$ cat src/rtl/alu_pkg.sv
// Shared types for the pipelined ALU: opcode and FSM state encodings, flag bundle.
package alu_pkg;

  localparam int unsigned OP_W = 4;

  typedef enum logic [OP_W-1:0] {
    OP_ILL0 = 4'h0,
    OP_ADD  = 4'h1,
    OP_SUB  = 4'h2,
    OP_INC  = 4'h3,
    OP_DEC  = 4'h4,
    OP_OR   = 4'h5,
    OP_AND  = 4'h6,
    OP_XOR  = 4'h7,
    OP_SHR  = 4'h8,
    OP_SHL  = 4'h9,
    OP_ONES = 4'hA,
    OP_TWOS = 4'hB,
    OP_ROL  = 4'hC,
    OP_ROR  = 4'hD,
    OP_MUL  = 4'hE,
    OP_ILLF = 4'hF
  } alu_op_e;

  typedef enum logic {
    IDLE = 1'b0,
    BUSY = 1'b1
  } alu_state_e;

  typedef struct packed {
    logic zero;
    logic carry;
    logic ovf;
    logic neg;
    logic err;
  } alu_flags_t;

  // Flag set reported for opcodes outside the decode table.
  function automatic alu_flags_t illegal_flags();
    alu_flags_t f;
    f     = '0;
    f.err = 1'b1;
    return f;
  endfunction

endpackage

$ cat src/rtl/alu_mul_iter.sv
// Unsigned WIDTHxWIDTH shift-add multiplier, one partial product per cycle.
// done_c/product_c are valid during the final step so the caller can load on that edge.
module alu_mul_iter
  import alu_pkg::*;
#(
  parameter int unsigned WIDTH = 8
) (
  input  logic                 clk,
  input  logic                 rst_n,
  input  logic                 start,
  input  logic [WIDTH-1:0]     a,
  input  logic [WIDTH-1:0]     b,
  output logic                 done_c,
  output logic [2*WIDTH-1:0]   product_c
);

  localparam int unsigned CNT_W = $clog2(WIDTH + 1);
  localparam int unsigned LAST  = WIDTH - 1;
  localparam int unsigned PW    = 2 * WIDTH;

  logic              busy_q,   busy_d;
  logic [CNT_W-1:0]  cnt_q,    cnt_d;
  logic [PW-1:0]     acc_q,    acc_d;
  logic [PW-1:0]     mcand_q,  mcand_d;
  logic [WIDTH-1:0]  mplier_q, mplier_d;
  logic [PW-1:0]     acc_step_c;

  always_comb begin
    busy_d     = busy_q;
    cnt_d      = cnt_q;
    acc_d      = acc_q;
    mcand_d    = mcand_q;
    mplier_d   = mplier_q;
    acc_step_c = acc_q + (mplier_q[0] ? mcand_q : '0);
    done_c     = busy_q && (cnt_q == CNT_W'(LAST));
    product_c  = acc_step_c;

    if (start) begin
      busy_d   = 1'b1;
      cnt_d    = '0;
      acc_d    = '0;
      mcand_d  = {{WIDTH{1'b0}}, a};
      mplier_d = b;
    end else if (busy_q) begin
      acc_d    = acc_step_c;
      mcand_d  = mcand_q << 1;
      mplier_d = mplier_q >> 1;
      cnt_d    = cnt_q + CNT_W'(1);
      if (done_c) begin
        busy_d = 1'b0;
        cnt_d  = '0;
      end
    end
  end

  always_ff @(posedge clk or negedge rst_n) begin
    if (!rst_n) begin
      busy_q   <= 1'b0;
      cnt_q    <= '0;
      acc_q    <= '0;
      mcand_q  <= '0;
      mplier_q <= '0;
    end else begin
      busy_q   <= busy_d;
      cnt_q    <= cnt_d;
      acc_q    <= acc_d;
      mcand_q  <= mcand_d;
      mplier_q <= mplier_d;
    end
  end

endmodule

$ cat src/rtl/alu_pipe.sv
// Handshaked ALU: single-cycle ops complete in one edge, mul iterates WIDTH edges
// in a sub-module; a single output register holds the result until consumed.
module alu_pipe
  import alu_pkg::*;
#(
  parameter int unsigned WIDTH = 8
) (
  input  logic                 clk,
  input  logic                 rst_n,
  input  logic                 in_valid,
  output logic                 in_ready,
  input  logic [WIDTH-1:0]     in_a,
  input  logic [WIDTH-1:0]     in_b,
  input  logic [OP_W-1:0]      opcode,
  output logic                 out_valid,
  input  logic                 out_ready,
  output logic [WIDTH-1:0]     alu_out,
  output logic                 alu_zero,
  output logic                 alu_carry,
  output logic                 alu_ovf,
  output logic                 alu_neg,
  output logic                 alu_err
);

  localparam int unsigned MSB = WIDTH - 1;
  localparam logic [WIDTH:0] ONE_X = (WIDTH + 1)'(1);

  alu_state_e          state_q, state_d;
  logic [WIDTH-1:0]    out_q, out_d;
  alu_flags_t          flags_q, flags_d;
  logic                out_valid_q, out_valid_d;

  alu_op_e             op_c;
  logic                accept_c;
  logic                mul_start_c;
  logic                mul_done_c;
  logic [2*WIDTH-1:0]  mul_prod_c;
  logic [WIDTH-1:0]    mul_res_c;
  alu_flags_t          mul_flags_c;
  logic [WIDTH:0]      sum_c;
  logic [WIDTH-1:0]    alu_res_c;
  alu_flags_t          alu_flags_c;
  logic                legal_c;

  assign op_c     = alu_op_e'(opcode);
  assign in_ready = (state_q == IDLE) && (!out_valid_q || out_ready);
  assign accept_c = in_valid && in_ready;

  alu_mul_iter #(.WIDTH(WIDTH)) u_mul (
    .clk       (clk),
    .rst_n     (rst_n),
    .start     (mul_start_c),
    .a         (in_a),
    .b         (in_b),
    .done_c    (mul_done_c),
    .product_c (mul_prod_c)
  );

  // Single-cycle datapath; arithmetic ops carry out of a WIDTH+1 bit sum.
  always_comb begin
    sum_c       = '0;
    alu_res_c   = '0;
    alu_flags_c = '0;
    legal_c     = 1'b1;
    case (op_c)
      OP_ADD: begin
        sum_c             = {1'b0, in_a} + {1'b0, in_b};
        alu_res_c         = sum_c[MSB:0];
        alu_flags_c.carry = sum_c[WIDTH];
        alu_flags_c.ovf   = (in_a[MSB] == in_b[MSB]) && (sum_c[MSB] != in_a[MSB]);
      end
      OP_SUB: begin
        sum_c             = {1'b0, in_a} - {1'b0, in_b};
        alu_res_c         = sum_c[MSB:0];
        alu_flags_c.carry = sum_c[WIDTH];
        alu_flags_c.ovf   = (in_a[MSB] != in_b[MSB]) && (sum_c[MSB] != in_a[MSB]);
      end
      OP_INC: begin
        sum_c             = {1'b0, in_a} + ONE_X;
        alu_res_c         = sum_c[MSB:0];
        alu_flags_c.carry = sum_c[WIDTH];
        alu_flags_c.ovf   = !in_a[MSB] && sum_c[MSB];
      end
      OP_DEC: begin
        sum_c             = {1'b0, in_a} - ONE_X;
        alu_res_c         = sum_c[MSB:0];
        alu_flags_c.carry = sum_c[WIDTH];
        alu_flags_c.ovf   = in_a[MSB] && !sum_c[MSB];
      end
      OP_TWOS: begin
        // ~a + 1 carries out only when a is zero.
        sum_c             = {1'b0, ~in_a} + ONE_X;
        alu_res_c         = sum_c[MSB:0];
        alu_flags_c.carry = sum_c[WIDTH];
        alu_flags_c.ovf   = in_a[MSB] && sum_c[MSB];
      end
      OP_OR:   alu_res_c = in_a | in_b;
      OP_AND:  alu_res_c = in_a & in_b;
      OP_XOR:  alu_res_c = in_a ^ in_b;
      OP_ONES: alu_res_c = ~in_a;
      OP_SHR: begin
        alu_res_c         = {1'b0, in_a[MSB:1]};
        alu_flags_c.carry = in_a[0];
      end
      OP_SHL: begin
        alu_res_c         = {in_a[MSB-1:0], 1'b0};
        alu_flags_c.carry = in_a[MSB];
      end
      OP_ROL: begin
        alu_res_c         = {in_a[MSB-1:0], in_a[MSB]};
        alu_flags_c.carry = in_a[MSB];
      end
      OP_ROR: begin
        alu_res_c         = {in_a[0], in_a[MSB:1]};
        alu_flags_c.carry = in_a[0];
      end
      OP_MUL:  alu_res_c = '0;
      default: legal_c = 1'b0;
    endcase
    if (legal_c) begin
      alu_flags_c.zero = (alu_res_c == '0);
      alu_flags_c.neg  = alu_res_c[MSB];
    end else begin
      alu_res_c   = '0;
      alu_flags_c = illegal_flags();
    end
  end

  always_comb begin
    mul_res_c         = mul_prod_c[MSB:0];
    mul_flags_c       = '0;
    mul_flags_c.carry = |mul_prod_c[2*WIDTH-1:WIDTH];
    mul_flags_c.ovf   = mul_flags_c.carry;
    mul_flags_c.zero  = (mul_res_c == '0);
    mul_flags_c.neg   = mul_res_c[MSB];
  end

  // Control FSM and output register load; the result stays put until out_ready.
  always_comb begin
    state_d     = state_q;
    mul_start_c = 1'b0;
    out_d       = out_q;
    flags_d     = flags_q;
    out_valid_d = out_valid_q && !out_ready;
    case (state_q)
      IDLE: begin
        if (accept_c) begin
          if (op_c == OP_MUL) begin
            state_d     = BUSY;
            mul_start_c = 1'b1;
          end else begin
            out_d       = alu_res_c;
            flags_d     = alu_flags_c;
            out_valid_d = 1'b1;
          end
        end
      end
      BUSY: begin
        if (mul_done_c) begin
          state_d     = IDLE;
          out_d       = mul_res_c;
          flags_d     = mul_flags_c;
          out_valid_d = 1'b1;
        end
      end
      default: state_d = IDLE;
    endcase
  end

  always_ff @(posedge clk or negedge rst_n) begin
    if (!rst_n) begin
      state_q     <= IDLE;
      out_q       <= '0;
      flags_q     <= '0;
      out_valid_q <= 1'b0;
    end else begin
      state_q     <= state_d;
      out_q       <= out_d;
      flags_q     <= flags_d;
      out_valid_q <= out_valid_d;
    end
  end

  assign out_valid = out_valid_q;
  assign alu_out   = out_q;
  assign alu_zero  = flags_q.zero;
  assign alu_carry = flags_q.carry;
  assign alu_ovf   = flags_q.ovf;
  assign alu_neg   = flags_q.neg;
  assign alu_err   = flags_q.err;

endmodule
$ cat config.mk
export PLATFORM = sky130hd
export DESIGN_NAME = alu_pipe
export DESIGN_NICKNAME = d
export VERILOG_FILES = /design/src/rtl/alu_pkg.sv /design/src/rtl/alu_mul_iter.sv /design/src/rtl/alu_pipe.sv
export SDC_FILE = /design/constraint.sdc
export NUM_CORES = 1
export LEC_CHECK = 0
export CORE_MARGIN = 2
export CORE_UTILIZATION = 40
export DETAILED_ROUTE_END_ITERATION = 8
export GPL_TIMING_DRIVEN = 0
export PLACE_DENSITY = 0.6
export SYNTH_ARGS = -nofsm -noshare
export SYNTH_HDL_FRONTEND = slang
export SYNTH_HIERARCHICAL = 1
export SYNTH_SLANG_ARGS = --single-unit
$ cat constraint.sdc
create_clock -name clk -period 4.05 [get_ports clk]
set_clock_uncertainty 0.05 [all_clocks]
set_input_delay 0.81 -clock clk [delete_from_list [all_inputs] [get_ports clk]]
set_output_delay 0.81 -clock clk [all_outputs]
set_load 0.1 [all_outputs]
## Word-level counts from Yosys, hierarchy flattened

Cells that the tools add are included.
W data, S select, Z words.

- Add/sub/neg operators: 7
- $mul: 0
- Div/mod/pow operators: 0
- Magnitude comparators: 0
- Equality and inequality tests: 22
- Shifts and indexed selects: 0
- Mux-type cells: 38
- Bitwise operators: 5
- Reductions and logical operators: 22

Operators with widths:

| cell | number |
|---|---|
| $pmux W8 S13 | 1 |
| $mux W16 | 5 |
| $mux W8 | 6 |
| $eq A4 B4 Y1 const B | 7 |
| $eq A4 B3 Y1 const B | 5 |
| $add A8 B1 Y9 const B | 2 |
| $add A16 B16 Y16 | 1 |
| $logic_not A8 Y1 | 2 |
| $pmux W8 S2 | 1 |
| $mux W5 | 3 |
| $reduce_or A14 Y1 | 1 |
| $mux W1 | 13 |
| $mux W4 | 3 |
| $pmux W5 S2 | 1 |
| $add A8 B8 Y9 | 1 |
| $logic_and A1 B1 Y1 | 9 |
| $sub A8 B1 Y9 const B | 1 |
| $sub A8 B8 Y9 | 1 |
| $and A8 B8 Y8 | 1 |
| $eq A4 B2 Y1 const B | 2 |
| $not A8 Y8 | 1 |
| $or A8 B8 Y8 | 1 |
| $reduce_or A8 Y1 | 1 |
| $xor A8 B8 Y8 | 1 |
| other kinds (16) | 24 |

- Register bits after elaboration: 60
- Bits in latches: 0
- Memory bits (writable): 0
- ROM bits: 0
- Input port bits: 24
- Output and inout bits: 15
- Logic and storage cells: 107
- Memories: 0

## Logic depth before layout (Yosys ltp)

- Depth in word-level cells: 8
- Gate-level depth with buffers: 15
- Mapped depth without buffers: 14

## Modules after synthesis

The synthesis kept the hierarchy.

Modules (own cells, without submodules):

| module | times used | cells an instance | area an instance (µm²) | seq. area each (µm²) |
|---|---|---|---|---|
| alu_mul_iter | 1 | 310 | 2902.8 | 1126.1 |
| alu_pipe | 1 | 364 | 2861.5 | 350.3 |

## Worst setup path after synthesis

No wires, ideal clock.

- Path type: register to register
- Start: reg u_mul.mplier_q[0]
- End: reg flags_q, in the netlist alu_ovf
- Setup time: 121 ps
- Data arrival time: 3150 ps
- Required time: 3879 ps
- Setup slack: 728 ps
- Stages on the path, launching flop included: 15
- Buffers on the path: 2
- Period minus slack after synthesis: 3322 ps
- Cell sequence: dfrtp_1 -> clkbuf_1 -> and2_1 -> ha_1 -> buf_4 -> nand2_2 -> or3_4 -> o31ai_1 -> xnor2_1 -> or4_1 -> o21ai_0 -> nand2_1 -> a211oi_1 -> o311ai_1 -> o211a_1

- Cells in the longest elaborated chain, start to end: 5

RTL lines:

| what | RTL line | text |
|---|---|---|
| from (decl) | alu_mul_iter.sv:25 | `logic [WIDTH-1:0] mplier_q, mplier_d;` |
| from (signal assigned) | alu_mul_iter.sv:68 | `mplier_q <= mplier_d;` |
| $mux W16 | alu_mul_iter.sv:34 | `acc_step_c = acc_q + (mplier_q[0] ? mcand_q : '0);` |
| $add A16 B16 Y16 | alu_mul_iter.sv:34 |  |
| via mul_prod_c[15] | alu_pipe.sv:37 | `logic [2*WIDTH-1:0] mul_prod_c;` |
| $reduce_or A8 Y1 | alu_pipe.sv:132 | `mul_flags_c.carry = \|mul_prod_c[2*WIDTH-1:WIDTH];` |
| $mux W5 | alu_pipe.sv:159 | `if (mul_done_c) begin` |
| $pmux W5 S2 | alu_pipe.sv:145 | `case (state_q)` |
| to (signal assigned) | alu_pipe.sv:179 | `flags_q <= flags_d;` |
| to (decl) | alu_pipe.sv:30 | `alu_flags_t flags_q, flags_d;` |

The timed path passes the listed nets, and every way through them passes these cells. The select of a mux whose other input is x is not followed.
A chain may end at the register's enable or synchronous reset.

## Worst setup path after layout

Ends and elaborated chain as after synthesis.

==> metrics.md <==
| Metric | Value |
|---|---|
| DRT Wirelength | `18,000 µm` |
| Type of the worst setup path | `reg -> reg` |
| Routed vias | `5,577` |
| Initial antenna violation count | `0` |
| Fraction of layout cells with a size suffix above 1 | `11.6%` |
| RSZ-0062 raised after global routing | `no` |
| Synthesized Nets | `~750` |
| VDD IR max | `roughly 0.34 mV` |
| Fin util | `48.5%` |
| Crit path capture type | `flop` |
| DRC Markers | `0` |
| Clk Latency, worst-skew pair | `roughly 0.34 ns` |
| FILL cells | `~1.3k` |
| Final setup fails | `0` |
| Slew @ Worst Pin | `between 0.9 and 1 ns` |
| CTS max path bufs | `2` |
| Seq/Total Area, Yosys | `between 20% and 30%` |
| Leakage | `0.00292 µW` |
| Non-filler instance count after layout | `911` |
| CP max stage cell | `or4_1` |
| Antenna fix cells | `0` |
| Slew Limit Fails | `0` |
| Crit path DAT | `~4 ns` |
| Syn avg cell area | `8.55 µm²` |
| Asr flop ratio synth | `100%` |
| Die area | `roughly 15,000 µm²` |
| Critical Path Max Stage Delay | `between 0.4 and 0.5 ns` |
| Critical-path cell list | `clkbuf_2 > and2_1 > ha_1 > buf_4 > nand3_1 > or3_4 > nand3b_1 > a31o_1 > and2_1 > or4_1 > o21ai_2 > nand2_1 > a211oi_2 > o311ai_2 > o211a_1` |
| Die Wd | `124 µm` |
| Layout Nets | `798` |
| Clock sinks | `59` |
| Pwr/cell area | `between 500 and 600 nW/µm²` |
| Root Buffer | `clkbuf_16` |
| Outcome | `completed` |
| Post-synth EDFFs | `0` |
| CP delay by family, top | `simple AND/OR/NAND/NOR gates` |
| CTS H-tree lvls | `3` |
| RD Place Congestion | `between 0.9 and 1` |
| Vias in the first global route | `5,196` |
| IO Pins | `39` |
| Global-route usage over all layers | `23.9%` |
| Dpl hpwl | `13,500 µm` |
| Max frequency | `0.260 GHz` |
| Largest net degree at the start of global routing | `38` |
| Drt first-iter violations | `between 600 and 700` |
| DP Area | `roughly 6400 µm²` |
| First-pass GRT wire length | `between 20,000 and 30,000 µm` |
| Slew margin rel. | `approximately a third` |
| Remaining Overflow, GRT | `0` |
| Synth Register Bits | `a little under 60` |
| CTS clk-pin slew, worst paths | `approximately 0.050 ns` |
| Die Y | `between 100 and 150 µm` |
| Syn Std Cell Area | `a little under 6000 µm²` |
| Netlist cell types | `90` |
| Hold-fix buffers, CTS | `0` |
| Buf/Inv on CP | `2` |
| Crit start category | `flop` |
| Final min period | `approximately 3.8 ns` |
| DRT Pass-1 Iters | `5` |
| Max-Cap Viols | `0` |
| Yosys warning total | `6` |
| Top cell by count, worst path | `and2_1` |
| Port bufs | `38` |
| Synth Flop Type | `dfrtp_1` |
| # rows | `43` |
| Hold/Removal Path Class | `in -> async` |
| Routed WL per cell | `a little under 20 µm` |
| Critical-path maximum fanout | `10` |
| Num CTS Buffers | `9` |
| Syn Inst Count | `just under 700` |
| CTS tree | `yes` |
| Final instance area | `around 6800 µm²` |
| Avg Vias per Cell | `between 6 and 7` |
| CORE AREA | `around 14,000 µm²` |
| Final Cycle Share | `between 90 and 100%` |
| Area Overhead vs Synth | `17.6%` |
| Final Hold Fails | `0` |
| Worst Path Required | `about 4.2 ns` |
| DP Cell Count | `between 800 and 900` |
| Initial Util | `between 40% and 50%` |
| Post-DRT Antenna Nets | `0` |
[through the flow]
| step | hold WS (ns) | total power, µW | TNS [ns] | setup WS [ns] |
|---|---|---|---|---|
| after detailed placement | 0.424 | 2890 | -1.08 | -0.332 |
| after floorplan | 0.405 | 2390 | 0 | 0.728 |
| final | 0.415 | 3700 | 0 | 0.210 |
| after CTS | 0.435 | 3680 | 0 | 0.00573 |
| after global placement | 0.422 | 2850 | -1.00 | -0.364 |
| after global routing | 0.463 | 3930 | 0 | 0.0459 |
[synthesized netlist by cell type, types with 4 or more instances]
| cell type | n | area share [%] |
|---|---|---|
| nor4_1 | 6 | 0.65 |
| o21ai_0 | 39 | 3.4 |
| o2111ai_1 | 5 | 0.76 |
| buf_4 | 5 | 0.65 |
| inv_1 | 28 | 1.8 |
| xor2_1 | 9 | 1.4 |
| mux2i_1 | 36 | 6.3 |
| a21oi_1 | 40 | 3.5 |
| o21ai_1 | 4 | 0.35 |
| a22o_1 | 5 | 0.76 |
| or3_1 | 7 | 0.76 |
| a221oi_1 | 4 | 0.61 |
| buf_6 | 7 | 1.4 |
| xnor2_1 | 18 | 2.7 |
| o211ai_1 | 7 | 0.91 |
| a21o_1 | 7 | 0.91 |
| clkbuf_1 | 10 | 0.65 |
| and2_1 | 21 | 2.3 |
| o22ai_1 | 4 | 0.43 |
| nand4_1 | 8 | 0.87 |
| nand2b_1 | 15 | 1.6 |
| o32ai_1 | 4 | 0.61 |
| o21a_1 | 5 | 0.65 |
| or4_1 | 4 | 0.52 |
| ha_1 | 44 | 9.6 |
| a22oi_1 | 7 | 0.91 |
| nand3b_1 | 6 | 0.78 |
| nand2_1 | 62 | 4.0 |
| nor2_1 | 51 | 3.3 |
| o31ai_1 | 7 | 0.91 |
| clkbuf_8 | 5 | 1.2 |
| nor2b_1 | 7 | 0.76 |
| nand3_1 | 16 | 1.4 |
| nor3_1 | 11 | 0.96 |
| buf_2 | 10 | 0.87 |
| dfrtp_1 | 59 | 26 |
[worst paths after layout]
| check | endpoint | start | slack (ns) | depth (start not counted) |
|---|---|---|---|---|
| hold reg to reg | alu_out[6] | alu_out[6] | 0.43 | 2 |
| max in group asynchronous | u_mul/mplier_q[0] | rst_n | 2.92 | 2 |
| setup reg to reg | alu_ovf | u_mul/mplier_q[0] | 0.21 | 15 |
| min in group clk | alu_out[6] | alu_out[6] | 0.43 | 2 |
| setup / recovery | alu_ovf | u_mul/mplier_q[0] | 0.21 | 15 |
| hold / removal | u_mul/acc_q[11] | rst_n | 0.42 | 1 |
[sequential cells by signal (all words and copies together) (netlist names)]
register and flops:
u_mul/mplier_q 8, state_q 1, u_mul/busy_q 1, alu_ovf 1, out_valid 1, alu_out 8, alu_err 1, u_mul/mcand_q 16
alu_zero 1, u_mul/cnt_q 4, u_mul/acc_q 16, alu_carry 1
[timing repair]
action | 4_1_cts | 5_1_grt
buffers inserted | 2 | 1
resized for setup | 5 | 14
setup endpoints to repair | 2 | 5
pin swaps | 1 | 3
[cells in the final DEF, fill, tap and decap left out, types with 8 or more instances in the layout]
| master | synthesis | final |
|---|---|---|
| xor2_1 | 9 | 9 |
| and2_1 | 21 | 21 |
| clkdlybuf4s50_1 | 0 | 34 |
| xnor2_1 | 18 | 18 |
| clkbuf_16 | 0 | 9 |
| a21oi_1 | 40 | 38 |
| dfrtp_1 | 59 | 58 |
| buf_2 | 10 | 11 |
| ha_1 | 44 | 44 |
| nor3_1 | 11 | 11 |
| nand3_1 | 16 | 16 |
| nand2_1 | 62 | 62 |
| inv_1 | 28 | 28 |
| buf_4 | 5 | 8 |
| clkbuf_1 | 10 | 8 |
| nor2_1 | 51 | 51 |
| o21ai_0 | 39 | 38 |
| nand4_1 | 8 | 8 |
| mux2i_1 | 36 | 36 |
| nand2b_1 | 15 | 15 |
[worst reg2reg max path, stage by stage (launching register included)]
cell,delay [ns]
dfrtp_2,0.47
clkbuf_2,0.19
and2_1,0.19
ha_1,0.29
buf_4,0.16
nand3_1,0.12
or3_4,0.36
nand3b_1,0.20
a31o_1,0.26
and2_1,0.13
or4_1,0.48
o21ai_2,0.20
nand2_1,0.13
a211oi_2,0.20
o311ai_2,0.15
o211a_1,0.13
[area by class of cell]
type                    instances  area, µm²  share of cell area, %
inverters                      30        113                   1.66
well taps                     180        225                   3.32
clock inverters                 4       50.0                  0.738
multi-input cells             542       3930                   57.9
repair buffers                 42        425                   6.27
clock buffers                  11        253                   3.73
flip-flops and latches         59       1480                   21.8
plain buffers                  43        309                   4.56
[cell families after synthesis]
| logic type | after synthesis | synth area share (%) |
|---|---|---|
| simple gates | 237 | 21.6 |
| flops | 59 | 25.6 |
| compound gates | 193 | 24.1 |
| buf+inv | 73 | 7.23 |
| mux | 37 | 6.45 |
| xor+xnor | 28 | 4.38 |
| fa+ha+maj | 47 | 10.6 |
[report_power, final]
| group | leakage [µW] | switching [µW] | internal, µW |
|---|---|---|---|
| combinational | 0.00202 | 1300 | 651 |
| sequential | 0.000757 | 158 | 820 |
| clock | 0.000144 | 266 | 504 |
[routing by layer]
metal | global-route usage [%] | vias to the layer above | wire, µm
met3 | 4.49 | 23 | 1240
met2 | 36.0 | 246 | 7980
li1 | - | 2586 | -
met1 | 34.4 | 2722 | 8400
met5 | 0 | - | 0
met4 | 7.58 | 0 | 342
Power figures use the tool's default switching activity.
